--- config.mk ---
export PLATFORM = sky130hd
export DESIGN_NAME = tx_engine
export DESIGN_NICKNAME = d
export VERILOG_FILES = /design/src/rtl/tx_engine.sv
export SDC_FILE = /design/constraint.sdc
export NUM_CORES = 1
export LEC_CHECK = 0
export ABC_CLOCK_PERIOD_IN_PS = 3900
export CAP_MARGIN = 20
export CORE_MARGIN = 1.5
export CORE_UTILIZATION = 59
export CTS_BUF_LIST = sky130_fd_sc_hd__clkbuf_8
export DETAILED_ROUTE_END_ITERATION = 10
export PLACE_DENSITY = 0.82
export SYNTH_ARGS = -nofsm -noshare
export SYNTH_HDL_FRONTEND = slang
export SYNTH_SLANG_ARGS = --single-unit
--- constraint.sdc ---
create_clock -name clk -period 3.9 [get_ports clk]
set_clock_uncertainty 0.05 [all_clocks]
set_input_delay 0.78 -clock clk [delete_from_list [all_inputs] [get_ports clk]]
set_output_delay 0.78 -clock clk [all_outputs]
set_load 0.05 [all_outputs]
--- src/rtl/tx_engine.sv ---
// UART transmit engine: one byte per load, 11-bit-time frame LSB first on tx.
// Optional parity generation is compiled in when TX_PARITY_EN is defined.
module tx_engine (
    input  logic        clk,
    input  logic        reset,
    input  logic [19:0] k,
    input  logic        load,
    input  logic [7:0]  out_port,
    input  logic        eight,
    input  logic        pen,
    input  logic        ohel,
    output logic        txrdy,
    output logic        tx
);
    typedef enum logic [1:0] {IDLE, BUILD, SEND} state_t;

    state_t      state, state_nxt;
    logic        doit;
    logic        accept;
    logic        btu;
    logic [7:0]  data_l;
    logic        eight_l;
    logic [19:0] k_l;
    logic [10:0] shift;
    logic [19:0] bt_cnt;
    logic [3:0]  bit_cnt;
    logic        b8, b9;

    assign accept = load & txrdy;
    assign btu    = doit & (bt_cnt == k_l - 20'd1);
    assign tx     = shift[0];

    always_ff @(posedge clk or posedge reset) begin
        if (reset) state <= IDLE;
        else       state <= state_nxt;
    end

    always_comb begin
        state_nxt = state;
        case (state)
            IDLE:    if (load) state_nxt = BUILD;
            BUILD:   state_nxt = SEND;
            SEND:    if (btu && bit_cnt == 4'd10) state_nxt = IDLE;
            default: state_nxt = IDLE;
        endcase
    end

    always_comb begin
        txrdy = (state == IDLE);
        doit  = (state == SEND);
    end

`ifdef TX_PARITY_EN
    logic       pen_l, ohel_l;
    logic [7:0] par_bits;
    logic       par;

    always_ff @(posedge clk or posedge reset) begin
        if (reset) begin
            pen_l  <= 1'b0;
            ohel_l <= 1'b0;
        end else if (accept) begin
            pen_l  <= pen;
            ohel_l <= ohel;
        end
    end

    // Bit 7 only participates in parity for 8-bit characters.
    always_comb begin
        par_bits = eight_l ? data_l : {1'b0, data_l[6:0]};
        par      = ohel_l ? ~^par_bits : ^par_bits;
        b8       = eight_l ? data_l[7] : (pen_l ? par : 1'b1);
        b9       = (eight_l & pen_l) ? par : 1'b1;
    end
`else
    logic unused_cfg;
    assign unused_cfg = pen ^ ohel;

    always_comb begin
        b8 = eight_l ? data_l[7] : 1'b1;
        b9 = 1'b1;
    end
`endif

    always_ff @(posedge clk or posedge reset) begin
        if (reset) begin
            data_l  <= 8'h00;
            eight_l <= 1'b0;
            k_l     <= 20'd2;
            shift   <= '1;
            bt_cnt  <= '0;
            bit_cnt <= '0;
        end else begin
            if (accept) begin
                data_l  <= out_port;
                eight_l <= eight;
                k_l     <= (k < 20'd2) ? 20'd2 : k;
            end
            if (state == BUILD) begin
                shift   <= {1'b1, b9, b8, data_l[6:0], 1'b0};
                bt_cnt  <= '0;
                bit_cnt <= '0;
            end else if (doit) begin
                if (btu) begin
                    // Ones shifted in leave the line idle-high once the frame drains.
                    bt_cnt  <= '0;
                    shift   <= {1'b1, shift[10:1]};
                    bit_cnt <= (bit_cnt == 4'd10) ? 4'd0 : bit_cnt + 4'd1;
                end else begin
                    bt_cnt  <= bt_cnt + 20'd1;
                end
            end
        end
    end
endmodule

Yosys cells after proc, flatten, opt, wreduce, memory -nomap -nowiden:

Cells that the tools add are included.

* register bits after elaboration: 66
* logic and storage cells: 40
* input bits: 34

* $lt $le $gt $ge: 1
* add/subtract/negate cells: 3
* equality and inequality tests: 6
* bitwise logic cells: 2
* reductions and logical operators: 6
* multiplexer cells: 15

Operators by type and width (count)
* 20-bit two-way mux: 4
* 11-bit two-way mux: 3
* 20-bit by 1-bit adder with 20-bit output, second input constant: 1
* 20-bit == test: 1
* 20-bit by 2-bit < comparator with 1-bit output, second input constant: 1
* 20-bit by 1-bit subtractor with 20-bit output, second input constant: 1
* 4-bit two-way mux: 4
* 2-bit one-hot mux with 3 select lines: 1
* 4-bit by 1-bit adder with 4-bit output, second input constant: 1
* 4-bit == test, second input constant: 1
* 2-bit two-way mux: 2
* 2-bit AND reduction: 2
* 2-bit nonzero test: 2
* 1-bit AND: 2
* 2-bit by 1-bit == test with 1-bit output, second input constant: 1
* 2-bit == test, second input constant: 1
* 2-bit logical NOT: 1
* 2-bit by 1-bit != test with 1-bit output, second input constant: 1
* 2-bit != test, second input constant: 1
* 1-bit logical AND: 1
* 1-bit two-way mux: 1

Longest topological paths before layout:

Gate-level depths: netlist (run 1).

* word-level depth: 6
* mapped depth: 12

Worst setup path after synthesis (run 1):

Ideal clock, no wire load.

* path kind: flip-flop to flip-flop
* start point: reg k_l[0]
* end point: reg state[1]
* required time: 3.779 ns
* buffers on the path: 1
* data arrival time: 2.921 ns
* stages on the path, launching flop included: 12
* clock period less this slack: 3.042 ns
* slack: 0.858 ns
* library setup time: 0.071 ns
* path through: dfrtp_1 inv_1 ha_1 nor3b_1 nand3_1 or4_1 o21ai_0 o211ai_1 a2111o_1 buf_6 or4_1 nand4_1

* cells in the longest elaborated chain, start to end: 6

Ends and longest elaborated chain
* from (decl): RTL line 23 `logic [19:0] k_l;`
* from (signal assigned): RTL line 97 `k_l <= (k < 20'd2) ? 20'd2 : k;`
* 20-bit by 1-bit subtractor with 20-bit output: RTL line 30 `assign btu = doit & (bt_cnt == k_l - 20'd1);`
* 20-bit == test: RTL line 30
* 1-bit AND: RTL line 30
* 1-bit logical AND: RTL line 43 `SEND: if (btu && bit_cnt == 4'd10) state_nxt = IDLE;`
* 2-bit by 1-bit != test with 1-bit output (no source line)
* 2-bit AND reduction (no source line)
* to (signal assigned): RTL line 35 `else state <= state_nxt;`
* to (decl): RTL line 17 `state_t state, state_nxt;`

Every way passes these cells.
A chain may end at the register's enable or synchronous reset.

Worst setup path in the final report (run 1):

Same ends and word-level chain as after synthesis.

==> run_results.csv, run 1 <==
group,metric,value,unit
clock_tree,clock_path_buffers,2,
clock_tree,clock_latency,0.35,ns
setup_path,startpoint_type,"flop",
timing,hold_ws,0.4562,ns
timing,finalSetupViolCount,0,
global_routing,antenna_found_initial,0,
clock_tree,htreeDepth,3,
die,num_rows,28,
synthesis,async_flop_share,100.0,%
layout,fin_nets,452,
run_status,status,"finished, final reports clean",
die,die_area,6777,sq um
synthesis,synthTopCellsByArea,"dfrtp_1 (36%), mux2_2 (8.5%), dfstp_2 (7.1%)",
timing,fmax,299.2,MHz
power,switching_share,39.38,%
timing,worst_pin_slew,0.7926,ns
global_routing,track_usage,26.69,%
routing,antenna_left,0,
setup_path,path_class,"reg -> reg",
routing,top_layer,"met4",
clock_tree,cts-buffers-inserted,9,
power,powerDensity,692.8,nW/um^2
placement,globalplace.congestion,0.9360,
power,leakagePower,1.808,nW
synthesis,synth_nets,417,
global_routing,grt_first_pass_wirelength,13530,um
synthesis,synth_cell_types,54,
routing,detail_route.vias_per_cell,6.039,
layout,finalNonFillerCells,491,
power,cell_internal_pwr,0.001821,W
clock_tree,root_buffer,"clkbuf_8",
timing,post-route-period-util,85.70,%
clock_tree,numClockSinks,64,
clock_tree,clk_pin_slew,0.07,ns
clock_tree,postCtsSetupBuffers,0,
timing,hold_viol,0,
setup_path,cp_data_required_time,4.13,ns
global_routing,grt_max_degree,34,
layout,area_growth_syn_to_layout,16.82,%
routing,wl_met1,3737,um
power,peakVddDrop,0.0004319,V
hold_path,hp-class,"reg -> reg",
setup_path,crit_chain,"inv_1 > ha_1 > nor3b_1 > buf_4 > nand2_1 > xnor2_1 > a2111oi_0 > nand4_1 > a2111o_1 > or4_1 > nand4_1",
synthesis,yosysSeqAreaShare,43.48,%
layout,drive_gt1_share,15.63,%
timing,finalSetupTns,0,ns
routing,dr.pass1.iters,4,
routing,wl_met2,3768,um
timing,slew_headroom,47.16,%
power,p_switching,0.001183,W
placement,portBuffers,33,
routing,drt-wirelength-per-cell,16.49,um
global_routing,grt_pass1_vias,2933,
layout,fin_util,72.39,%
placement,placedCellCount,475,
synthesis,netlist.area_leader.share,36.40,%
setup_path,crit_path_frequent_cell,"nand4_1",
synthesis,avgSynthCellArea,9.873,sq um
synthesis,ys_ff_latch,64,
setup_path,cp.arrival,3.58,ns
synthesis,ys_warn_count,0,
routing,drt_iter0_drc,227,
power,combPwrFrac,39.4,%
setup_path,critPathMaxStageDelay,0.55,ns
synthesis,netlist_area,3712,sq um
routing,drt-total-wl,8096,um
job,drv_cap,0,
die,start_util,61.97,%
setup_path,slowest_stage,"or4_1",
setup_path,cp_max_fo,11,
synthesis,syn-instance-count,376,
placement,hpwl,5646,um
routing,drcViolationCount,0,
die,die_x,82.32,um
setup_path,crit_path_end_kind,"flop",
synthesis,synthTopCellsByCount,"dfrtp_1 (54), nor2_1 (31), mux2_2 (28)",
layout,antenna_cells,0,
synthesis,yosysMostFrequentCell,"dfrtp_1",
synthesis,yosysTopAreaCell,"dfrtp_1",
timing,period_needed,3.342,ns
power,clock_power_share,20.7,%
clock_tree,cts_hold_buf,0,
routing,via_count,2965,
timing,grt_setup_unrepaired,"false",
global_routing,grt.overflow.total,0,
clock_tree,cts_resized,0,
routing,route.met3.wl,459,um
synthesis,synth_ff_type,"dfrtp_1",
die,io_pins,36,
synthesis,synth_edf_count,0,
power,seqPwrFrac,39.8,%
die,die_h,82.32,um
clock_tree,cts_tree,"yes",
die,core_area,5991,sq um
timing,drv_slew,0,
power groups by stage:
stage | Combinational [W] | Clock, W | Sequential, W
after global routing | 0.00132 | 0.000654 | 0.00123
after global placement | 0.00114 | 0 | 0.00118
after floorplan | 0.000939 | 0 | 0.00112
after CTS | 0.00118 | 0.000630 | 0.00119
final | 0.00118 | 0.000623 | 0.00120
after detailed placement | 0.00117 | 0 | 0.00120
routing by layer:
metal / vias up / GRT usage, %
met1: 1429 / 36.94
met3: 13 / 4.396
met5: - / 0
li1: 1437 / -
met4: 0 / 12.54
met2: 86 / 40.81
cell families (layout without fill, tap and decap cells):
family / Yosys count / count (layout) / share of synthesized area [%]
AND/OR/NAND/NOR: 138 / 138 / 20.32
flip-flops: 64 / 64 / 43.48
AO/OA/AOI/OAI: 61 / 61 / 11.63
XOR/XNOR: 39 / 39 / 9.201
buffers and inverters: 37 / 77 / 3.977
multiplexers: 30 / 30 / 9.033
adder cells (fa/ha/maj): 7 / 7 / 2.359
path summary, 6_finish.rpt:
| check | from | endpoint | slack, ns | cells past startpoint |
|---|---|---|---|---|
| worst max register to register | k_l[0] | state[1] | 0.56 | 11 |
| worst min-delay path | data_l[4] | data_l[4] | 0.46 | 1 |
| worst max-delay path | k_l[0] | state[1] | 0.56 | 11 |
| worst min register to register | data_l[4] | data_l[4] | 0.46 | 1 |
| max in group asynchronous | reset | k_l[1] | 2.23 | 3 |
| min in group asynchronous | reset | bt_cnt[16] | 0.80 | 2 |
flip-flops by register name (all words and copies together), names as in the netlist:
name / cells
bt_cnt: 20
bit_cnt: 4
data_l: 8
eight_l: 1
state: 2
k_l: 20
shift: 9
metrics by stage:
step                total power (W)  setup slack (ns)  cell area, sq um
finish                     0.003004            0.5576              4337
global route               0.003204            0.2838              4337
CTS                        0.003003            0.5567              4337
detailed placement         0.002372            0.5731              4124
global placement           0.002319            0.6730              4124
floorplan                  0.002060            0.8578              3712
final cells by class:
| type | count | area (sq um) |
|---|---|---|
| clock buffer | 9 | 123.9 |
| clock inverter | 7 | 88.84 |
| fill | 436 | 1654 |
| inverter | 20 | 75.07 |
| multi-input combinational | 275 | 1951 |
| sequential | 64 | 1614 |
| tap | 75 | 93.84 |
| timing repair buffer | 41 | 390.4 |
critical path, delay by kind of cell, from the launching register on:
family	cells	cell delay (ns)
and+or+nand+nor	5	1.12
buffers and inverters	2	0.25
xor gates and xnor gates	1	0.13
AOI/OAI and AO/OA	2	1.08
DFF	1	0.45
adders and majority gates	1	0.20
cell usage in the layout, fill, tap and decap left out, drive strengths merged, types with 4 or more instances in the layout:
master / Yosys / routed
nor4: 14 / 14
nand3: 23 / 23
a21oi: 8 / 8
buf: 3 / 8
nand4: 6 / 6
clkinv: 2 / 4
dfstp: 10 / 10
o211ai: 5 / 5
xor2: 22 / 22
nand2: 19 / 19
nor2: 31 / 31
xnor2: 17 / 17
dfrtp: 54 / 54
nor3: 12 / 12
and3: 8 / 8
clkbuf: 14 / 9
clkdlybuf4s50: 0 / 33
o21ai: 15 / 15
ha: 7 / 7
a311o: 8 / 8
or4: 5 / 5
inv: 18 / 20
mux2: 28 / 28
Power figures use the tool's default switching activity.
==> run 2, diff against run 1 <==
--- a/config.mk
+++ b/config.mk
@@ -6,10 +6,11 @@
 export NUM_CORES = 1
 export LEC_CHECK = 0
 export ABC_CLOCK_PERIOD_IN_PS = 3900
-export CAP_MARGIN = 20
+export CAP_MARGIN = 25
 export CORE_MARGIN = 1.5
 export CORE_UTILIZATION = 59
 export CTS_BUF_LIST = sky130_fd_sc_hd__clkbuf_8
+export CTS_CLUSTER_DIAMETER = 30
 export DETAILED_ROUTE_END_ITERATION = 10
 export PLACE_DENSITY = 0.82
 export SYNTH_ARGS = -nofsm -noshare
==> results of run 2 <==
Final layout, timing and power as in run 1 (identical DEF).
